## src/rtl/mux_select_sequencer.sv

```systemverilog
// Select sequencer for the 2-bit 4:1 data mux: auto rotation at a fixed dwell,
// manual stepping from a debounced pushbutton, and a direct load override.
module mux_select_sequencer #(
    parameter int TICK_DIV   = 25000000,
    parameter int DEB_CYCLES = 1000000
) (
    input  logic       clk,
    input  logic       reset_n,
    input  logic       run_sw,
    input  logic       step_btn_n,
    input  logic       dir,
    input  logic       load,
    input  logic [1:0] load_sel,
    output logic [1:0] select,
    output logic       step_pulse,
    output logic       mode_auto
);
    localparam int TICK_W = (TICK_DIV > 2) ? $clog2(TICK_DIV) : 1;
    localparam int DEB_W  = (DEB_CYCLES > 2) ? $clog2(DEB_CYCLES) : 1;
    localparam logic [TICK_W-1:0] TICK_LAST = TICK_W'(TICK_DIV - 1);
    localparam logic [DEB_W-1:0]  DEB_LAST  = DEB_W'(DEB_CYCLES - 1);

    typedef enum logic {
        MANUAL = 1'b0,
        AUTO   = 1'b1
    } state_t;

    state_t            state, state_nxt;
    logic [1:0]        run_sync, btn_sync;
    logic              run_s, btn_s;
    logic              deb_state, deb_prev, press_evt;
    logic [DEB_W-1:0]  deb_cnt;
    logic [TICK_W-1:0] tick_cnt, tick_nxt;
    logic [1:0]        sel_nxt, sel_adv;
    logic              adv, pulse_nxt;

    // Two-stage synchronisers; the button idles released, the switch idles manual.
    always_ff @(posedge clk or negedge reset_n) begin
        if (!reset_n) begin
            run_sync <= 2'b00;
            btn_sync <= 2'b11;
        end else begin
            run_sync <= {run_sync[0], run_sw};
            btn_sync <= {btn_sync[0], step_btn_n};
        end
    end

    assign run_s = run_sync[1];
    assign btn_s = btn_sync[1];

    // A level change is accepted only after DEB_CYCLES consecutive differing cycles.
    always_ff @(posedge clk or negedge reset_n) begin
        if (!reset_n) begin
            deb_state <= 1'b1;
            deb_prev  <= 1'b1;
            deb_cnt   <= '0;
        end else begin
            deb_prev <= deb_state;
            if (btn_s != deb_state) begin
                if (deb_cnt == DEB_LAST) begin
                    deb_state <= btn_s;
                    deb_cnt   <= '0;
                end else begin
                    deb_cnt <= deb_cnt + DEB_W'(1);
                end
            end else begin
                deb_cnt <= '0;
            end
        end
    end

    assign press_evt = deb_prev & ~deb_state;

    always_comb begin
        state_nxt = state;
        case (state)
            MANUAL:  if (run_s)  state_nxt = AUTO;
            AUTO:    if (!run_s) state_nxt = MANUAL;
            default: state_nxt = MANUAL;
        endcase
    end

    assign sel_adv = dir ? (select - 2'd1) : (select + 2'd1);

    always_comb begin
        adv       = 1'b0;
        tick_nxt  = '0;
        sel_nxt   = select;
        pulse_nxt = 1'b0;

        if (state == AUTO) begin
            if (tick_cnt == TICK_LAST) begin
                adv      = 1'b1;
                tick_nxt = '0;
            end else begin
                tick_nxt = tick_cnt + TICK_W'(1);
            end
        end else begin
            adv = press_evt;
        end

        if (state_nxt != state)
            tick_nxt = '0;

        // Load wins outright; a coincident advance is dropped, not deferred.
        if (load) begin
            sel_nxt  = load_sel;
            tick_nxt = '0;
        end else if (adv) begin
            sel_nxt   = sel_adv;
            pulse_nxt = 1'b1;
        end
    end

    // mode_auto tracks the next state so it lands on the same edge as the state.
    always_ff @(posedge clk or negedge reset_n) begin
        if (!reset_n) begin
            state      <= MANUAL;
            mode_auto  <= 1'b0;
            tick_cnt   <= '0;
            select     <= 2'b00;
            step_pulse <= 1'b0;
        end else begin
            state      <= state_nxt;
            mode_auto  <= (state_nxt == AUTO);
            tick_cnt   <= tick_nxt;
            select     <= sel_nxt;
            step_pulse <= pulse_nxt;
        end
    end

endmodule

```

## config.mk

```make
export PLATFORM = sky130hd
export DESIGN_NAME = mux_select_sequencer
export DESIGN_NICKNAME = d
export VERILOG_FILES = /design/src/rtl/mux_select_sequencer.sv
export SDC_FILE = /design/constraint.sdc
export NUM_CORES = 1
export LEC_CHECK = 0
export CORE_AREA = 2 2 59 102
export DETAILED_ROUTE_END_ITERATION = 16
export DIE_AREA = 0 0 61 104
export GPL_TIMING_DRIVEN = 0
export PLACE_DENSITY = 0.67
export SKIP_LAST_GASP = 1
export SLEW_MARGIN = 20
export SYNTH_ARGS = -nofsm -noshare
export SYNTH_HDL_FRONTEND = slang
export SYNTH_SLANG_ARGS = --single-unit
```

## constraint.sdc

```tcl
create_clock -name clk -period 3.3 [get_ports clk]
set_input_delay 0.99 -clock clk [delete_from_list [all_inputs] [get_ports clk]]
set_output_delay 0.99 -clock clk [all_outputs]
set_load 0.005 [all_outputs]
```

# Word-level counts from Yosys, hierarchy flattened
# Cells that the tools add are included.
[totals]
ff_bits = 55
elab_cells = 35
output_inout_bits = 4
inputBits = 8
[classes]
n_eq_ne = 4
muxes = 14
reduce_logical = 2
add_sub_neg = 4
bitwise = 2
[op_table]
columns = ["cell", "count"]
rows = [
  ["$mux W25", 4],
  ["$mux W20", 2],
  ["$add A25 B1 Y25 const B", 1],
  ["$eq A25 B25 Y1 const B", 1],
  ["$add A20 B1 Y20 const B", 1],
  ["$eq A20 B20 Y1 const B", 1],
  ["$mux W2", 3],
  ["$mux W1", 5],
  ["$add A2 B1 Y2 const B", 1],
  ["$ne A1 B1 Y1", 2],
  ["$reduce_and A2 Y1", 1],
  ["$reduce_bool A2 Y1", 1],
  ["$sub A2 B1 Y2 const B", 1],
  ["$and A1 B1 Y1", 1],
  ["$not A1 Y1", 1],
]

# Longest topological paths before layout
[depth]
word_depth = 5
ltp_mapped = 6

# Worst setup path after synthesis
# Ideal clock, no wire load.
[synth_path]
path_kind = "reg-to-reg"
start = "reg tick_cnt[9]"
end = "reg tick_cnt[21]"
stages_incl_launch_ff = 6
t_arrival_ns = 1.929
setup_ns = 0.130
path_buffers = 1
slack_ns = 1.241
period_less_slack_ns = 2.059
path_cell_list = "dfrtp_1 or4b_2 or4_4 o21ai_4 buf_6 a21oi_1"
[synth_between]
elab_chain_cells = 5
[synth_rtl]
columns = ["item", "line", "source"]
rows = [
  ["start: declaration", "33", "logic [TICK_W-1:0] tick_cnt, tick_nxt;"],
  ["start signal: assignment", "126", "tick_cnt <= tick_nxt;"],
  ["$add A25 B1 Y25 or $eq A25 B25 Y1 (tied branches)", "96, 92", ""],
  ["$mux W25 *", "92", "if (tick_cnt == TICK_LAST) begin"],
  ["$mux W25 *", "91", "if (state == AUTO) begin"],
  ["$mux W25 *", "102", "if (state_nxt != state)"],
  ["$mux W25 *", "106", "if (load) begin"],
  ["named net tick_nxt[21]", "33", ""],
]
# The timed path passes the listed nets; every way through them passes the cells marked *.
# A chain may end at the register's enable or synchronous reset.

# Worst setup path in the final report
[layout_path]
start = "reg deb_cnt[0]"
end = "reg deb_cnt[15]"
[layout_between]
elab_chain_cells = 3
[layout_rtl]
columns = ["item", "line", "source"]
rows = [
  ["start: declaration", "32", "logic [DEB_W-1:0] deb_cnt;"],
  ["start signal: assignment", "64", "deb_cnt <= deb_cnt + DEB_W'(1);"],
  ["$add A20 B1 Y20 or $eq A20 B20 Y1 (tied branches)", "64, 60", ""],
  ["$mux W20 *", "60", "if (deb_cnt == DEB_LAST) begin"],
  ["$mux W20 *", "59", "if (btn_s != deb_state) begin"],
]
# Every way passes the cells marked *; elsewhere a longest branch is shown, timed or not.

==> flow_metrics.env <==
export IMPL_synth_area_per_cell_um2=10.0
export IMPL_grtUsageTotal_pct=18.7
export IMPL_die_y_um=104
export IMPL_yosysSeqAreaShare_pct=50.8
export IMPL_tns_ps=0
export IMPL_first_pass_iters=4
export IMPL_synthDominantCellAreaShare_pct=46.9
export IMPL_synthMuxAreaShare_pct=0.414
export IMPL_port_buffers=10
export IMPL_final_cell_mix="51 x dfrtp_1, 35 x nor2_1, 23 x xnor2_1, 17 x nand3_1, 16 x nand2_1"
export IMPL_end_kind="register"
export IMPL_powerDensity_mw_per_mm2=372
export IMPL_status="finished, final reports clean"
export IMPL_synthAdderAreaFrac_pct=0.920
export IMPL_clock_sinks=55
export IMPL_rows=36
export IMPL_postSynthCellCount=271
export IMPL_grt_start_max_net_pins=56
export IMPL_synth_compound_area_share_pct=8.61
export IMPL_hold_violations=0
export IMPL_relSlewSlack_pct=37.4
export IMPL_cp_arrival_ps=2640
export IMPL_dp_hpwl_um=3880
export IMPL_final_setup_worst_slack_ps=851
export IMPL_synth_nets=281
export IMPL_syn_cell_area_mm2=0.00272
export IMPL_gp_congestion=0.807
export IMPL_coreArea_mm2=0.00554
export IMPL_vias=2047
export IMPL_synth_area_top_cells="dfrtp_1 47%, xnor2_1 7.4%, nor2_1 4.8%, dfstp_2 3.9%, nand3_1 3.1%"
export IMPL_wl_met1_um=2250
export IMPL_rsz0062_at_grt="false"
export IMPL_ys_warn_count=0
export IMPL_antenna_found_initial=0
export IMPL_grt_pass1_vias=1955
export IMPL_maxCapViolCount=0
export IMPL_overflow=0
export IMPL_worstMarginPinSlew_ps=928
export IMPL_ctsLongestPathBuffers=2
export IMPL_post_cts_buffers=0
export IMPL_fillers=519
export IMPL_cts_buffers=5
export IMPL_area_growth_pct=10.2
export IMPL_fin_crit_sh_pct=74.2
export IMPL_antenna_left=0
export IMPL_synthSimpleGateAreaFrac_pct=27.0
export IMPL_max_vdd_ir_drop_mv=0.254
export IMPL_synth_async_reset_ratio_pct=100
export IMPL_clockRootBuffer="clkbuf_8"
export IMPL_final_cell_area_mm2=0.00300
export IMPL_slew_violations=0
export IMPL_drt_iter0_drc=69
export IMPL_grt_pass1_wl_um=9170
export IMPL_synth_top_cell_by_area="dfrtp_1"
export IMPL_min_period_ps=2450
export IMPL_synth_xor_xnor_area_share_pct=9.34
export IMPL_final_nets=298
export IMPL_floorplan_initialDensity_pct=49.1
export IMPL_path_class="register to register"
export IMPL_via_per_inst=5.61
export IMPL_synth_edff_count=0
export IMPL_pin_count=12
export IMPL_synth_top_family_by_area="simple AND/OR/NAND/NOR gates"
export IMPL_die_area_mm2=0.00634
export IMPL_die_x_um=61
export IMPL_finalWirelength_um=5450
export IMPL_path_max_fanout=10
export IMPL_skew_ps=13.6
export IMPL_crit_path_start_kind="register"
export IMPL_met2_length_um=2950
export IMPL_drt_drc_violations_left=0
export IMPL_setup_violations_final=0
export IMPL_antenna_cells=0
export IMPL_htreeDepth=2
export IMPL_wl_met3_um=106
export IMPL_clock_latency_ps=310
export IMPL_dr_max_layer_used="met4"
export IMPL_yosys_cell_types_count=39
export IMPL_cp_required_ps=3490
export IMPL_clk_pin_slew_ps=100
export IMPL_drive_gt1_share_pct=9.34
export IMPL_wl_per_cell_um=14.9
export IMPL_cts_tree="done"
export IMPL_hold_class="register to register"
export IMPL_cellLeakagePower_nw=1.10
export IMPL_synthFlopType="dfrtp_1"
export IMPL_ys_ff_latch=55
export IMPL_cts_hold_buf=0
export IMPL_pre_cts_slack_ps=842
export IMPL_max_freq_mhz=408
export IMPL_cts_resized=0
export IMPL_place_area_mm2=0.00291
export IMPL_mostFrequentLayoutCell="dfrtp_1"
[final cells by class]
cell class | count | area [µm²] | area share, %
well taps | 76 | 95.1 | 3.17
clock inverters | 2 | 12.5 | 0.418
plain buffers | 6 | 46.3 | 1.54
clock buffers | 6 | 72.6 | 2.42
inverters | 9 | 33.8 | 1.13
repair buffers | 10 | 97.6 | 3.26
multi-input cells | 201 | 1260 | 42.0
flip-flops and latches | 55 | 1380 | 46.1
[synth_stat cells (2+ instances only)]
cell / instances
a21oi_1: 15
a22oi_1: 2
and2_1: 2
and3_1: 4
and4_1: 3
buf_6: 3
dfrtp_1: 51
dfstp_2: 4
ha_1: 2
inv_1: 9
nand2_1: 16
nand3_1: 17
nand4_1: 9
nor2_1: 35
nor3_1: 5
nor3b_1: 3
nor4_1: 6
nor4b_1: 2
o21ai_0: 10
o31ai_1: 7
or3_1: 9
or4_1: 11
or4_4: 3
xnor2_1: 23
xor2_1: 6
[worst max-delay path: stages, from the launching register on]
cell and delay [ps]:
dfrtp_1 410, ha_1 220, and3_1 240, nand4_1 150, o41ai_2 880, buf_2 360
nor2_1 70
[registers in the layout, summed over array words and instances, names as in the netlist]
register    flops
step_pulse      1
deb_state       1
deb_prev        1
state           1
tick_cnt       25
btn_sync        2
run_sync        2
select          2
deb_cnt        20
[per-stage QoR]
step	hold slack [ps]	cells	power, W	util [%]
floorplan	331	271	0.000728	-
global placement	336	357	0.000762	52.6
detailed placement	337	357	0.000762	52.6
CTS	356	365	0.00113	54.1
global route	364	365	0.00117	54.1
finish	357	365	0.00112	54.1
[kinds of logic after synthesis]
group / count (synthesis)
buffers and inverters: 15
AOI/OAI and AO/OA: 37
adders and majority gates: 2
xor gates and xnor gates: 29
and+or+nand+nor: 132
muxes: 1
DFF: 55
[routing by layer]
metal / global-route usage (%) / vias to the layer above
li1: - / 1010
met1: 22.7 / 999
met2: 31.1 / 28
met3: 3.48 / 10
met4: 8.23 / 0
met5: 0 / -
[worst paths after layout]
path	from	end	slack (ps)	cells past startpoint
worst max-delay path	deb_cnt[0]	deb_cnt[15]	850	6
worst min-delay path	btn_sync[0]	btn_sync[1]	360	0
worst max register to register	deb_cnt[0]	deb_cnt[15]	850	6
worst min register to register	btn_sync[0]	btn_sync[1]	360	0
max in group asynchronous	reset_n	deb_cnt[17]	2120	1
min in group asynchronous	reset_n	select[1]	710	1
[report_power, final]
| group | internal [W] | total (W) | switching [W] |
|---|---|---|---|
| clock | 0.000149 | 0.000368 | 0.000219 |
| combinational | 0.0000235 | 0.0000558 | 0.0000323 |
| sequential | 0.000683 | 0.000692 | 0.00000848 |
| total | 0.000856 | 0.00112 | 0.000259 |
Power figures use the tool's default switching activity.
